[src/rtl/stopwatch_ctrl.sv]
// stopwatch_ctrl: mode controller for the 4-digit BCD stopwatch datapath.
//
// Sequences IDLE / RUN / PAUSE / SET from single-cycle debounced key pulses.
// It drives the datapath run level, a clear pulse and per-digit increment
// pulses. It also drives the digit-select and blink-blank masks for the hex
// display.
//
// Ports
//   clk100_i           in   1  system clock, 100 MHz
//   rstn_i             in   1  asynchronous active-low reset
//   start_stop_down_i  in   1  one-cycle press pulse, start/stop key
//   set_down_i         in   1  one-cycle press pulse, set key
//   change_down_i      in   1  one-cycle press pulse, change key
//   run_o              out  1  level, datapath counters advance while 1 (RUN only)
//   clear_o            out  1  one-cycle pulse, datapath zeroes all digits
//   inc_o              out  4  one-cycle one-hot pulse, digit k += 1 mod 10
//   sel_o              out  4  one-hot digit under edit, 4'b0000 outside SET
//   blank_o            out  4  digits to blank in the current blink phase (subset of sel_o)
//   state_o            out  2  IDLE=0, RUN=1, PAUSE=2, SET=3
//
// Every output is a function of registered state only. A press sampled at
// one edge is visible right after that edge.

module stopwatch_ctrl #(
  parameter int unsigned TICK_DIV      = 1000000, // clk cycles per 10 ms tick
  parameter int unsigned BLINK_TICKS   = 25,      // ticks per blink half-period
  parameter int unsigned TIMEOUT_TICKS = 1000     // idle ticks in SET before auto-exit
) (
  input  logic       clk100_i,
  input  logic       rstn_i,
  input  logic       start_stop_down_i,
  input  logic       set_down_i,
  input  logic       change_down_i,
  output logic       run_o,
  output logic       clear_o,
  output logic [3:0] inc_o,
  output logic [3:0] sel_o,
  output logic [3:0] blank_o,
  output logic [1:0] state_o
);

  localparam logic [1:0] StIdle  = 2'd0;
  localparam logic [1:0] StRun   = 2'd1;
  localparam logic [1:0] StPause = 2'd2;
  localparam logic [1:0] StSet   = 2'd3;

  localparam int unsigned PW = $clog2(TICK_DIV) + 1;
  localparam int unsigned BW = $clog2(BLINK_TICKS) + 1;
  localparam int unsigned TW = $clog2(TIMEOUT_TICKS) + 1;

  localparam logic [PW-1:0] PrescLast = PW'(TICK_DIV - 1);
  localparam logic [BW-1:0] BlinkLast = BW'(BLINK_TICKS - 1);
  localparam logic [TW-1:0] ToLimit   = TW'(TIMEOUT_TICKS);

  // State registers
  logic [1:0]    state_q, state_d;
  logic [1:0]    ptr_q, ptr_d;
  logic          clear_q, clear_d;
  logic [3:0]    inc_q, inc_d;
  logic [PW-1:0] presc_q, presc_d;
  logic [BW-1:0] blink_cnt_q, blink_cnt_d;
  logic          phase_q, phase_d;   // 1 = blank half of the blink period
  logic [TW-1:0] to_cnt_q, to_cnt_d;

  logic       tick;
  logic       any_press;
  logic [3:0] ptr_onehot;

  // Prescaler free-runs in every state; tick marks its terminal count.
  assign tick    = (presc_q == PrescLast);
  assign presc_d = tick ? '0 : presc_q + PW'(1);

  assign any_press  = start_stop_down_i | set_down_i | change_down_i;
  assign ptr_onehot = 4'b0001 << ptr_q;

  always_comb begin
    state_d     = state_q;
    ptr_d       = ptr_q;
    clear_d     = 1'b0;
    inc_d       = 4'b0000;
    blink_cnt_d = blink_cnt_q;
    phase_d     = phase_q;
    to_cnt_d    = to_cnt_q;

    case (state_q)
      StIdle: begin
        if (start_stop_down_i) begin
          state_d = StRun;
        end else if (set_down_i) begin
          state_d = StSet;
        end
      end

      StRun: begin
        if (start_stop_down_i) begin
          state_d = StPause;
        end
      end

      StPause: begin
        if (start_stop_down_i) begin
          state_d = StRun;
        end else if (set_down_i) begin
          state_d = StSet;
        end else if (change_down_i) begin
          clear_d = 1'b1;
          state_d = StIdle;
        end
      end

      StSet: begin
        if (tick) begin
          if (blink_cnt_q == BlinkLast) begin
            blink_cnt_d = '0;
            phase_d     = ~phase_q;
          end else begin
            blink_cnt_d = blink_cnt_q + BW'(1);
          end
          // Saturate; the compare below exits SET before it could wrap.
          if (to_cnt_q != ToLimit) begin
            to_cnt_d = to_cnt_q + TW'(1);
          end
        end

        if (start_stop_down_i) begin
          state_d = StPause;
        end else if (set_down_i) begin
          if (ptr_q == 2'd3) begin
            state_d = StPause;
          end else begin
            ptr_d       = ptr_q + 2'd1;
            // Newly selected digit starts in the visible phase.
            blink_cnt_d = '0;
            phase_d     = 1'b0;
          end
        end else if (change_down_i) begin
          inc_d = ptr_onehot;
        end else if (to_cnt_q == ToLimit) begin
          state_d = StPause;
        end

        // Any pulse restarts the inactivity window, including dropped ones.
        if (any_press) begin
          to_cnt_d = '0;
        end
      end

      default: begin
        state_d = StIdle;
      end
    endcase

    // Edit context exists only while staying in SET. Both SET entry and
    // SET exit start from a clean pointer, blink phase and timeout count.
    if ((state_d != StSet) || (state_q != StSet)) begin
      ptr_d       = 2'd0;
      blink_cnt_d = '0;
      phase_d     = 1'b0;
      to_cnt_d    = '0;
    end
  end

  always_ff @(posedge clk100_i or negedge rstn_i) begin
    if (!rstn_i) begin
      state_q     <= StIdle;
      ptr_q       <= 2'd0;
      clear_q     <= 1'b0;
      inc_q       <= 4'b0000;
      presc_q     <= '0;
      blink_cnt_q <= '0;
      phase_q     <= 1'b0;
      to_cnt_q    <= '0;
    end else begin
      state_q     <= state_d;
      ptr_q       <= ptr_d;
      clear_q     <= clear_d;
      inc_q       <= inc_d;
      presc_q     <= presc_d;
      blink_cnt_q <= blink_cnt_d;
      phase_q     <= phase_d;
      to_cnt_q    <= to_cnt_d;
    end
  end

  // Outputs decode registered state only, so reset takes effect at once.
  assign state_o = state_q;
  assign run_o   = (state_q == StRun);
  assign clear_o = clear_q;
  assign inc_o   = inc_q;
  assign sel_o   = (state_q == StSet) ? ptr_onehot : 4'b0000;
  assign blank_o = phase_q ? sel_o : 4'b0000;

`ifndef SYNTHESIS
  a_inc_clear_excl : assert property (@(posedge clk100_i) disable iff (!rstn_i)
    !(clear_o && (inc_o != 4'b0000)));
  a_blank_subset : assert property (@(posedge clk100_i) disable iff (!rstn_i)
    ((blank_o & ~sel_o) == 4'b0000));
  a_sel_onehot0 : assert property (@(posedge clk100_i) disable iff (!rstn_i)
    $onehot0(sel_o));
`endif

endmodule

[config.mk]
export PLATFORM = sky130hd
export DESIGN_NAME = stopwatch_ctrl
export DESIGN_NICKNAME = d
export VERILOG_FILES = /design/src/rtl/stopwatch_ctrl.sv
export SDC_FILE = /design/constraint.sdc
export NUM_CORES = 1
export LEC_CHECK = 0
export ABC_AREA = 1
export BUFFER_PORTS_ARGS = -buffer_cell sky130_fd_sc_hd__buf_4
export CAP_MARGIN = 20
export CORE_MARGIN = 2
export CORE_UTILIZATION = 55
export DETAILED_ROUTE_END_ITERATION = 12
export PLACE_DENSITY = 0.76
export SLEW_MARGIN = 10
export SYNTH_ARGS = -nofsm -noshare
export SYNTH_HDL_FRONTEND = slang
export SYNTH_SLANG_ARGS = --single-unit
[constraint.sdc]
create_clock -name clk100_i -period 1.5 [get_ports clk100_i]
set_input_delay 0 -clock clk100_i [delete_from_list [all_inputs] [get_ports clk100_i]]
set_output_delay 0 -clock clk100_i [all_outputs]
set_load 0.1 [all_outputs]
==> results.md <==
- The least setup slack across all paths after layout is -0.371 ns.
- Synthesis produced a netlist whose cell count is 464.
- The power per unit of standard cell area is 787 mW/mm².
- The critical path goes through inv_2, ha_4, inv_2, nor2_2, nand3_1, o21bai_1, nand2_1, nand4_1, buf_4, buf_8, nor2_2.
- The floorplan step set the die width to approximately 80 µm.
- Measured against its own limit, the worst slew margin works out to 57.0%.
- The share of layout cells above drive strength 1 is 41.4%.
- The critical path data arrival time is around 2.1 ns.
- For met2 alone, demand over resource in global routing was 50.3%.
- The DRC violation total after the first TritonRoute iteration is 442.
- The number of placed instances, taps included, is between 600 and 700.
- Sorting the synthesized cells by area gives the leading types as sky130_fd_sc_hd__dfrtp_1 37%, sky130_fd_sc_hd__nand2_1 12%, sky130_fd_sc_hd__inv_1 9.6%, sky130_fd_sc_hd__nor2_1 7.8%, sky130_fd_sc_hd__nand3_1 7.5%.
- The number of diodes added for antenna fixing is 0.
- The later pin in the worst-skew pair is clocked with a latency of 0.33 ns.
- The tree is rooted in a sky130_fd_sc_hd__clkbuf_8.
- Timing analysis after detailed placement gives a worst setup slack of -0.167 ns.
- The critical-path maximum fanout is 6.
- Pin placement for this block handled 21 I/O pins.
- The number of failing hold endpoints at the final stage was 0.
- The netlist uses 26 different library cells.
- The via count of the first global-routing pass is about 3300.
- TritonCTS built the clock tree.
- The number of nets produced by synthesis is 478.
- The first global-routing pass estimated 15.0 mm of wire.
- The post-synthesis average cell area is 6.92 µm².
- Among cell families on the critical path, the largest total delay comes from simple AND/OR/NAND/NOR gates.
- Summing all multi-input logic gate instances after layout gives 0.00213 mm².
- The flip-flop and latch count after synthesis is 48.
- The area growth from synthesis to layout is 51.6%.
- In the final layout, flip-flops and latches occupy about 0.0012 mm².
- The global-route total usage across every layer is 30.0%.
- The top cell type by total area after synthesis is sky130_fd_sc_hd__dfrtp_1.
- The maximum level of the CTS H-tree is 2.
- The top flip-flop cell by instance count after synthesis is sky130_fd_sc_hd__dfrtp_1.
- VDD sags by at most 0.00108 V.
- The final clock period utilization by the worst path is 125%.
- The number of clock sinks is 48.
- In this run the remaining antenna-violating nets after routing total 0.
- The share of the Yosys chip area taken by registers is between 30 and 40%.
- For this run the aggregate overflow at the end of global routing stands at 0.
- The critical path's largest stage delay is 0.42 ns.
- Between clock sinks in the finished design, the worst skew comes to 0.0196 ns.
- For this run, the post-layout net count is 583.
- Entering global routing, the biggest net connects 49 pins.
- The worst hold path belongs to the class primary input to flip-flop.
- The vertical die dimension is a little over 80 µm.
- The routed wire length is 12.6 mm.
- STA classifies the critical path startpoint as a flip-flop.
- The CTS buffer count is 5.
- For this run, design rule violations remaining after detail routing come to 0.
- Counting the fill cells in the layout gives 256.
- The initial antenna violation count is 0.
- On the critical path, the stage with the largest delay is an instance of sky130_fd_sc_hd__dfrtp_1.
- Counting both buffers and inverters, the worst setup path holds a total of 4.
- The post-route non-filler standard cell count is 642.
- The detailed-route vias per instance is 6.10.
- The worst setup path is captured at a flip-flop.
- The initial utilization of the core area, before any placement, comes to between 50% and 60%.
- After floorplanning, the core was sized to cover roughly 0.0056 mm².
- The run finished, with violations left.
- For the pin with the worst max-slew slack, the measured transition is 0.645 ns.
- Detailed placement ended at an HPWL of around 6.3 mm.
- The total iterations of the first detailed-routing run is 5.
- The worst setup path is of the flip-flop to flip-flop kind.
- Setup violations remaining at the end of the flow were counted as 40.
- For this run, global-route usage on met1 was measured as 38.0%.
- STA puts the critical path data required time at 1.72 ns.
- The area share of the largest cell type after synthesis is 37.4%.
- In the synthesized netlist the async set-or-reset flop fraction comes to 100%.
- The synthesized design contains 0 enable-type register cells.
- The max-capacitance violation count is 0.
- Detailed routing inserted a total of 3914 vias.
- In the final routed layout, each cell accounts on average for approximately 20 µm.
- The checks that failed: setup timing.
- For this design the static power due to leakage is 2.31 nW.
- The post-layout minimum cycle time is 1.87 ns.
- Input and output buffers added on the ports amount to 20.
- The worst hold slack after final layout is 0.0616 ns.
- The number of pins with negative max-slew slack in the final report is 0.
- The netlist area before placement is 0.00321 mm².
- The area enclosed by the die boundary is 0.00646 mm².
- The clock-pin slew on the worst setup and hold paths is 0.09 ns.
- The placement row count is 27.
- The longest clock path from root to sink contains 2 buffers.
- The layer flagged by global routing as most heavily used is met2.
- Setup repair after global routing could not meet its margin everywhere.
- The global placer's final weighted congestion is approximately 0.98.
- Derived from the worst setup path, the maximum achievable clock frequency is 535 MHz.
- During synthesis, Yosys emitted a total of 0 warnings.
- For this run, global-route usage on met3 was measured as 5.73%.
[repair_timing]
action	CTS	global route
pin swaps	23	44
hold buffers	1	0
resized for setup	49	103
hold endpoints to repair	48	0
buffers inserted	10	13
gates cloned	0	2
setup endpoints to repair	35	45
[kinds of logic after synthesis]
logic type | count (synthesis) | share of synthesized area (%)
buffers and inverters | 96 | 11.5
AND/OR/NAND/NOR | 269 | 38.7
XOR/XNOR | 17 | 4.64
adder cells (fa/ha/maj) | 9 | 3.51
flip-flops | 48 | 37.4
AO/OA/AOI/OAI | 25 | 4.29
[routing by layer]
metal	wire length, µm	vias to the layer above
li1	-	1663
met1	4530	1815
met2	5880	326
met3	1340	110
met4	896	0
met5	0	-
[cells in the final DEF (no fill, tap or decap), types with 2 or more instances in the layout]
master,Yosys,routed
sky130_fd_sc_hd__nand3_4,3,6
sky130_fd_sc_hd__xor2_1,15,15
sky130_fd_sc_hd__nor2_1,67,39
sky130_fd_sc_hd__nand3b_1,2,2
sky130_fd_sc_hd__inv_2,2,11
sky130_fd_sc_hd__inv_1,82,70
sky130_fd_sc_hd__dfrtp_1,48,42
sky130_fd_sc_hd__nand2_4,0,2
sky130_fd_sc_hd__o21ai_1,0,3
sky130_fd_sc_hd__nand4_1,14,14
sky130_fd_sc_hd__dfrtp_2,0,4
sky130_fd_sc_hd__buf_12,0,10
sky130_fd_sc_hd__xnor2_1,2,2
sky130_fd_sc_hd__buf_4,0,87
sky130_fd_sc_hd__inv_4,0,3
sky130_fd_sc_hd__nor4_4,0,2
sky130_fd_sc_hd__o21ai_2,0,5
sky130_fd_sc_hd__buf_6,0,9
sky130_fd_sc_hd__o21ai_0,14,6
sky130_fd_sc_hd__o21bai_1,3,3
sky130_fd_sc_hd__nor3_2,0,3
sky130_fd_sc_hd__nor2_4,1,14
sky130_fd_sc_hd__ha_1,9,2
sky130_fd_sc_hd__clkbuf_8,0,7
sky130_fd_sc_hd__ha_4,0,4
sky130_fd_sc_hd__nor3_4,0,6
sky130_fd_sc_hd__dfrtp_4,0,2
sky130_fd_sc_hd__ha_2,0,3
sky130_fd_sc_hd__nand2_1,99,85
sky130_fd_sc_hd__nand2_2,0,12
sky130_fd_sc_hd__nor2_2,13,28
sky130_fd_sc_hd__nor3_1,17,8
sky130_fd_sc_hd__nand3_1,48,35
sky130_fd_sc_hd__a21oi_1,6,5
sky130_fd_sc_hd__nand3_2,0,11
[power breakdown]
part	total, mW	leakage, nW	internal, mW	switching, mW
Sequential	1.41	0.644	1.35	0.0605
Combinational	1.31	1.60	0.376	0.935
Clock	1.11	0.0645	0.590	0.522
Total	3.83	2.31	2.31	1.52
[cells in the mapped netlist, types with 2 or more instances]
cell type,instances
sky130_fd_sc_hd__o21bai_1,3
sky130_fd_sc_hd__nand3b_1,2
sky130_fd_sc_hd__nand2_1,99
sky130_fd_sc_hd__o21ai_0,14
sky130_fd_sc_hd__nor2_2,13
sky130_fd_sc_hd__xor2_1,15
sky130_fd_sc_hd__nand3_4,3
sky130_fd_sc_hd__nor4_1,2
sky130_fd_sc_hd__inv_2,2
sky130_fd_sc_hd__buf_2,7
sky130_fd_sc_hd__nor3_1,17
sky130_fd_sc_hd__inv_1,82
sky130_fd_sc_hd__nor2_1,67
sky130_fd_sc_hd__xnor2_1,2
sky130_fd_sc_hd__nand3_1,48
sky130_fd_sc_hd__dfrtp_1,48
sky130_fd_sc_hd__a21oi_1,6
sky130_fd_sc_hd__ha_1,9
sky130_fd_sc_hd__or2_2,2
sky130_fd_sc_hd__clkbuf_1,4
sky130_fd_sc_hd__nand4_1,14
[path summary, 6_finish.rpt]
| path | startpoint | end | slack [ns] | cells after the start |
|---|---|---|---|---|
| min in group asynchronous | rstn_i | blink_cnt_q[3] | 0.22 | 2 |
| hold / removal | set_down_i | state_o[0] | 0.06 | 3 |
| hold reg to reg | state_o[0] | state_o[0] | 0.62 | 1 |
| setup / recovery | to_cnt_q[0] | to_cnt_q[4] | -0.37 | 11 |
| setup reg to reg | to_cnt_q[0] | to_cnt_q[4] | -0.37 | 11 |
| max in group asynchronous | rstn_i | state_o[0] | 0.77 | 2 |
[worst register-to-register path, delay by kind of cell, from the launching register on]
family,cells,cell delay [ns]
AO/OA/AOI/OAI,1,0.21
flip-flops,1,0.42
AND/OR/NAND/NOR,5,0.55
buffers and inverters,4,0.42
adder cells (fa/ha/maj),1,0.16
[state kept, by name, indices dropped and copies added (netlist names)]
register and count:
presc_q 21, phase_q 1, inc_o 4, clear_o 1, to_cnt_q 11, state_o 2
blink_cnt_q 6, ptr_q 2
[area by class of cell]
| cell class | instances | area share, % |
|---|---|---|
| repair buffers | 108 | 20.1 |
| clock buffers | 7 | 1.98 |
| flip-flops and latches | 48 | 24.9 |
| clock inverters | 1 | 0.617 |
| multi-input cells | 321 | 43.8 |
| inverters | 85 | 6.71 |
| well taps | 72 | 1.85 |
[per-stage QoR]
step           area [µm²]  TNS, ns  util, %  total power, mW
4_1_cts              4400    -1.71     79.0             3.55
3_3_place_gp         4000    -1.09     71.8             2.45
5_1_grt              4870   -11.76     87.3             3.91
6_report             4870    -7.49     87.3             3.83
2_1_floorplan        3370   -0.918        -             2.26
3_5_place_dp         4000    -2.29     71.8             2.46
(Power assumes the default switching activity.)
